File: src/rtl/ps2_frame_rx_fifo.sv
// Serial keyboard frame receiver (start, LSB-first data, optional parity, stop)
// with inter-bit watchdog and a show-ahead FIFO of checked words.
module ps2_frame_rx_fifo #(
  parameter int DATA_W      = 8,
  parameter int PARITY_MODE = 1,
  parameter int FIFO_DEPTH  = 4,
  parameter int TIMEOUT_CYC = 20000,
  localparam int CW         = $clog2(FIFO_DEPTH + 1)
) (
  input  logic              sys_clk,
  input  logic              reset,
  input  logic              kb_negedge,
  input  logic              kb_data,
  input  logic              rd_en,
  output logic [DATA_W-1:0] rd_data,
  output logic              fifo_empty,
  output logic              fifo_full,
  output logic [CW-1:0]     fifo_count,
  output logic              parity_err,
  output logic              frame_err,
  output logic              overflow,
  output logic              busy
);

  localparam int BW = (DATA_W > 1) ? $clog2(DATA_W) : 1;
  localparam int PW = $clog2(FIFO_DEPTH);
  localparam int WW = (TIMEOUT_CYC > 1) ? $clog2(TIMEOUT_CYC + 1) : 1;

  localparam logic [BW-1:0] BIT_LAST = BW'(DATA_W - 1);
  localparam logic [BW-1:0] BIT_ONE  = BW'(1);
  localparam logic [WW-1:0] WD_LAST  = WW'((TIMEOUT_CYC > 0) ? TIMEOUT_CYC - 1 : 0);
  localparam logic [WW-1:0] WD_ONE   = WW'(1);
  localparam logic [PW-1:0] PTR_ONE  = PW'(1);
  localparam logic [CW-1:0] CNT_ONE  = CW'(1);
  localparam logic [CW-1:0] CNT_FULL = CW'(FIFO_DEPTH);

  typedef enum logic [1:0] {IDLE = 2'd0, DATA = 2'd1, PARITY = 2'd2, STOP = 2'd3} state_t;

  state_t              state_r, state_s;
  logic [BW-1:0]       bit_cnt_r;
  logic [DATA_W-1:0]   shreg_r;
  logic                par_ok_r;
  logic [WW-1:0]       wd_cnt_r;
  logic                perr_r, ferr_r, ovf_r;
  logic                push_s, perr_s, ferr_s, timeout_s;

  logic [DATA_W-1:0]   mem_r [FIFO_DEPTH];
  logic [PW-1:0]       wr_ptr_r, rd_ptr_r, rd_ptr_s;
  logic [CW-1:0]       count_r, count_s;
  logic [DATA_W-1:0]   rd_data_r, head_s;
  logic                pop_s, full_s, wr_s, ovf_set_s;

  // True when the received parity bit completes the configured parity.
  function automatic logic parity_ok(input logic [DATA_W-1:0] word, input logic pbit);
    logic p;
    p = ^word ^ pbit;
    if (PARITY_MODE == 1) begin
      return p == 1'b1;
    end else begin
      return p == 1'b0;
    end
  endfunction

  // Frame FSM next state, error pulses and push request; a strobe beats the watchdog.
  always_comb begin
    state_s   = state_r;
    push_s    = 1'b0;
    perr_s    = 1'b0;
    ferr_s    = 1'b0;
    timeout_s = (TIMEOUT_CYC != 0) && (state_r != IDLE) && !kb_negedge && (wd_cnt_r == WD_LAST);
    if (kb_negedge) begin
      case (state_r)
        IDLE: begin
          if (!kb_data) state_s = DATA;
          else          state_s = IDLE;
        end
        DATA: begin
          if (bit_cnt_r == BIT_LAST) state_s = (PARITY_MODE != 0) ? PARITY : STOP;
          else                       state_s = DATA;
        end
        PARITY: state_s = STOP;
        STOP: begin
          state_s = IDLE;
          if (!kb_data)       ferr_s = 1'b1;
          else if (!par_ok_r) perr_s = 1'b1;
          else                push_s = 1'b1;
        end
        default: state_s = IDLE;
      endcase
    end else if (timeout_s) begin
      state_s = IDLE;
      ferr_s  = 1'b1;
    end else begin
      state_s = state_r;
    end
  end

  // FSM state, shift register, parity flag, watchdog counter and error pulses.
  always_ff @(posedge sys_clk) begin
    if (reset) begin
      state_r   <= IDLE;
      bit_cnt_r <= '0;
      shreg_r   <= '0;
      par_ok_r  <= 1'b1;
      wd_cnt_r  <= '0;
      perr_r    <= 1'b0;
      ferr_r    <= 1'b0;
    end else begin
      state_r <= state_s;
      perr_r  <= perr_s;
      ferr_r  <= ferr_s;
      if (kb_negedge || state_r == IDLE) wd_cnt_r <= '0;
      else                               wd_cnt_r <= wd_cnt_r + WD_ONE;
      if (kb_negedge) begin
        case (state_r)
          IDLE: begin
            bit_cnt_r <= '0;
            par_ok_r  <= 1'b1;
          end
          DATA: begin
            shreg_r[bit_cnt_r] <= kb_data;
            if (bit_cnt_r != BIT_LAST) bit_cnt_r <= bit_cnt_r + BIT_ONE;
          end
          PARITY:  par_ok_r <= parity_ok(shreg_r, kb_data);
          default: ;
        endcase
      end
    end
  end

  // FIFO bookkeeping; a push into a full FIFO succeeds only if the head leaves the same cycle.
  always_comb begin
    pop_s     = rd_en && (count_r != '0);
    full_s    = (count_r == CNT_FULL);
    wr_s      = push_s && (!full_s || pop_s);
    ovf_set_s = push_s && full_s && !pop_s;
    rd_ptr_s  = pop_s ? rd_ptr_r + PTR_ONE : rd_ptr_r;
    if (wr_s && !pop_s)      count_s = count_r + CNT_ONE;
    else if (pop_s && !wr_s) count_s = count_r - CNT_ONE;
    else                     count_s = count_r;
    if (count_s == '0)                      head_s = '0;
    else if (wr_s && wr_ptr_r == rd_ptr_s)  head_s = shreg_r;
    else                                    head_s = mem_r[rd_ptr_s];
  end

  // FIFO storage.
  always_ff @(posedge sys_clk) begin
    if (wr_s) mem_r[wr_ptr_r] <= shreg_r;
  end

  // FIFO pointers, count, registered head and sticky overflow.
  always_ff @(posedge sys_clk) begin
    if (reset) begin
      wr_ptr_r  <= '0;
      rd_ptr_r  <= '0;
      count_r   <= '0;
      rd_data_r <= '0;
      ovf_r     <= 1'b0;
    end else begin
      if (wr_s) wr_ptr_r <= wr_ptr_r + PTR_ONE;
      rd_ptr_r  <= rd_ptr_s;
      count_r   <= count_s;
      rd_data_r <= head_s;
      if (ovf_set_s) ovf_r <= 1'b1;
    end
  end

  assign rd_data    = rd_data_r;
  assign fifo_count = count_r;
  assign fifo_empty = (count_r == '0);
  assign fifo_full  = (count_r == CNT_FULL);
  assign parity_err = perr_r;
  assign frame_err  = ferr_r;
  assign overflow   = ovf_r;
  assign busy       = (state_r != IDLE);

endmodule

File: config.mk
export PLATFORM = sky130hd
export DESIGN_NAME = ps2_frame_rx_fifo
export DESIGN_NICKNAME = d
export VERILOG_FILES = /design/src/rtl/ps2_frame_rx_fifo.sv
export SDC_FILE = /design/constraint.sdc
export NUM_CORES = 1
export LEC_CHECK = 0
export BUFFER_PORTS_ARGS = -buffer_cell sky130_fd_sc_hd__buf_2
export CORE_MARGIN = 2
export CORE_UTILIZATION = 34
export DETAILED_ROUTE_END_ITERATION = 6
export SLEW_MARGIN = 20
export SYNTH_ARGS = -nofsm -noshare
export SYNTH_HDL_FRONTEND = slang
export SYNTH_SLANG_ARGS = --single-unit
File: constraint.sdc
create_clock -name sys_clk -period 1.8 [get_ports sys_clk]
set_input_delay 0.27 -clock sys_clk [delete_from_list [all_inputs] [get_ports sys_clk]]
set_output_delay 0.27 -clock sys_clk [all_outputs]
set_load 0.005 [all_outputs]
==> flow_summary.toml <==
[outcome]
violations = "setup timing"
status = "finished, violations left"

[grt]
grt_util_all_layers_pct = 13.0
grt_max_degree = 40
gr-total-overflow = 0
grt_pass1_wl_um = 13000
grt_pass1_vias = 2681
antenna_found_initial = 0

[critical_path]
crit_fanout = 4
required_ns = 2.03
end_kind = "register"
worstSetupPathType = "register to register"
critical_path.startpoint_type = "register"
cp_data_arrival_time_ns = 2.16

[drt]
dr_wl_met3_um = 325
drt_iter0_markers = 120
ant_nets = 0
drc = 0
top_layer = "met4"
wl_per_cell_um = 13.8
first_pass_iters = 4
wl_met2_um = 3810
wl_met1_um = 3660
via_count = 2802
vias_per_cell = 4.92
wl_um = 7860

[cts]
cts_hold_buffers = 0
clkLatencyLatePin_ns = 0.33
cts_tree = "done"
path_clk_slew_ns = 0.06
cts_buffers = 9
clockBufferDepth = 2
cts_root_buffer = "clkbuf_16"
cts_sinks = 79
htree_levels = 3

[cells_and_area]
finalInstanceArea_mm2 = 0.00479
area_growth_pct = 24.4
nNetsFinal = 439
diodes = 0
layout-drive-gt1-share_pct = 27.5

[floorplan]
die_area_mm2 = 0.0122
initial_utilization_pct = 35.2
die_h_um = 110
std_cell_rows = 38
io_pins = 22
core-area_mm2 = 0.0109
die_w_um = 110

[placed_design]
gp_congestion = 0.766
place_hpwl_um = 5410
post_dp_cell_area_mm2 = 0.00438
portBuffers = 21

[synth]
ys_types = 51
synth-seq-area-share_pct = 49.4
async_reset_ff_share_pct = 0
synth-main-ff-cell = "dfxtp_1"
synth-warning-count = 0
netlist_area_mm2 = 0.00385
synth_edf_count = 32
syn_area_per_cell_um2 = 10.4
synthTopCellsByArea = "edfxtp_1, dfxtp_1, mux2i_1, nor2_1, ha_1"
ys_ff_latch = 79
yosysTopAreaCellShare_pct = 25.0
synth_cells = 370
yosysTopAreaCell = "edfxtp_1"
synth_nets = 385

[power]
vdd_drop_max_mv = 0.722
power_density_mw_per_mm2 = 1240
pwr-share-clk_pct = 30.2
intPower_uw = 4110
p_sw_uw = 1840
p_total_uw = 5950
combPwrFrac_pct = 35.7
p_seq_share_pct = 34.2
switching_share_pct = 31.0
p_leak_uw = 0.00186

[timing]
skew_ns = 0.00844
worstMarginPinSlew_ns = 0.359
hold_violations = 0
setup_ws_ns = -0.139
min_period_ns = 1.94
finalMaxSlewViolations = 0
relSlewSlack_pct = 76.0
tns_ns = -2.08
rsz0062_at_grt = "yes"
fmax_mhz = 516
fin_crit_sh_pct = 108
final-setup-viol-count = 40

[run]
cap_violations = 0

[min_path]
min_path_type = "input port to register"
-- through the flow --
| stage | std cells | setup slack, ns | utilization [%] | hold WS [ns] |
|---|---|---|---|---|
| final | 569 | -0.139 | 43.8 | 0.320 |
| after global routing | 569 | -0.234 | 43.8 | 0.324 |
| after CTS | 566 | -0.120 | 43.1 | 0.317 |
| after detailed placement | 548 | -0.193 | 40.1 | 0.451 |
| after global placement | 548 | -0.124 | 40.1 | 0.443 |
| after floorplan | 370 | -0.0631 | - | 0.430 |
-- timing repair --
item                       CTS  global route
resized for setup            5            17
setup endpoints to repair    8            33
buffers inserted             2             1
gates cloned                 0             2
pin swaps                    2             2
-- power groups by stage --
stage / combinational, uW / clock, uW / sequential [uW]
floorplan: 1250 / 0 / 2090
global placement: 1910 / 0 / 2060
detailed placement: 1950 / 0 / 2070
CTS: 2000 / 1850 / 2030
global route: 2310 / 1930 / 2050
finish: 2120 / 1800 / 2030
-- critical path, stage by stage, from the launching register on --
cell	delay (ns)
dfxtp_2	0.33
inv_2	0.05
ha_4	0.17
nand2b_4	0.09
inv_4	0.05
or3_4	0.36
and3_4	0.21
o211ai_4	0.19
buf_4	0.15
mux2i_1	0.17
nor2_1	0.06
-- flip-flops by register name (all words and copies together) (netlist names), 2 cells and up --
register,cells
wd_cnt_r,15
mem_r,32
rd_data,8
shreg_r,8
bit_cnt_r,3
fifo_count,3
wr_ptr_r,2
state_r,2
rd_ptr_r,2
-- per-layer routing --
metal	track usage, %	vias up
li1	-	1431
met4	4.25	0
met2	20.9	46
met5	0	-
met1	16.9	1321
met3	3.68	4
-- synth_stat cells (all sizes together) (2+ instances only) --
cell,count
edfxtp,32
o211a,8
and2,6
o21ai,4
o211ai,5
nand4,3
a211oi,16
and3,4
a21oi,19
inv,18
xor2,12
mux2i,18
or3,2
mux2,3
nand3,12
nor3,13
ha,10
xnor2,14
nand3b,5
buf,12
a22oi,2
a311oi,8
nand2,21
dfxtp,47
and2b,2
a41oi,2
clkbuf,10
and4,3
nor3b,5
nor2,45
-- worst paths after layout --
| check | from | end | slack, ns | cells after the start |
|---|---|---|---|---|
| worst min-delay path | reset | fifo_count[1] | 0.32 | 3 |
| worst min register to register | wd_cnt_r[0] | wd_cnt_r[0] | 0.46 | 1 |
| worst max-delay path | fifo_count[0] | rd_data[0] | -0.14 | 10 |
| worst max register to register | fifo_count[0] | rd_data[0] | -0.14 | 10 |
-- final cells by class --
class / instances / area, um2
clock buffer: 10 / 229
clock inverter: 6 / 70.1
timing repair buffer: 66 / 524
tap: 140 / 175
fill: 1078 / 6150
multi-input combinational: 250 / 1820
sequential: 79 / 1900
inverter: 18 / 70.1
-- logic make-up after synthesis --
| kind of cell | after synthesis | share of synthesized area (%) |
|---|---|---|
| adder cells (fa/ha/maj) | 10 | 3.25 |
| XOR/XNOR | 26 | 5.91 |
| multiplexers | 21 | 5.75 |
| AO/OA/AOI/OAI | 69 | 13.9 |
| AND/OR/NAND/NOR | 124 | 16.2 |
| buffers and inverters | 41 | 5.59 |
| flip-flops | 79 | 49.4 |
-- cell usage in the layout (no fill, tap or decap), drive strengths merged, types with 2 or more instances in the layout --
master	instances
a211oi	16
a21oi	19
a22oi	2
a311oi	8
a41oi	2
and2	6
and2b	2
and3	4
and4	3
buf	66
clkbuf	10
clkinv	2
clkinvlp	2
dfxtp	47
edfxtp	32
ha	10
inv	19
mux2	3
mux2i	18
nand2	21
nand3	12
nand3b	5
nand4	3
nor2	45
nor3	13
nor3b	5
o211a	8
o211ai	5
o21ai	4
or3	2
xnor2	14
xor2	12
Power figures use the tool's default switching activity.
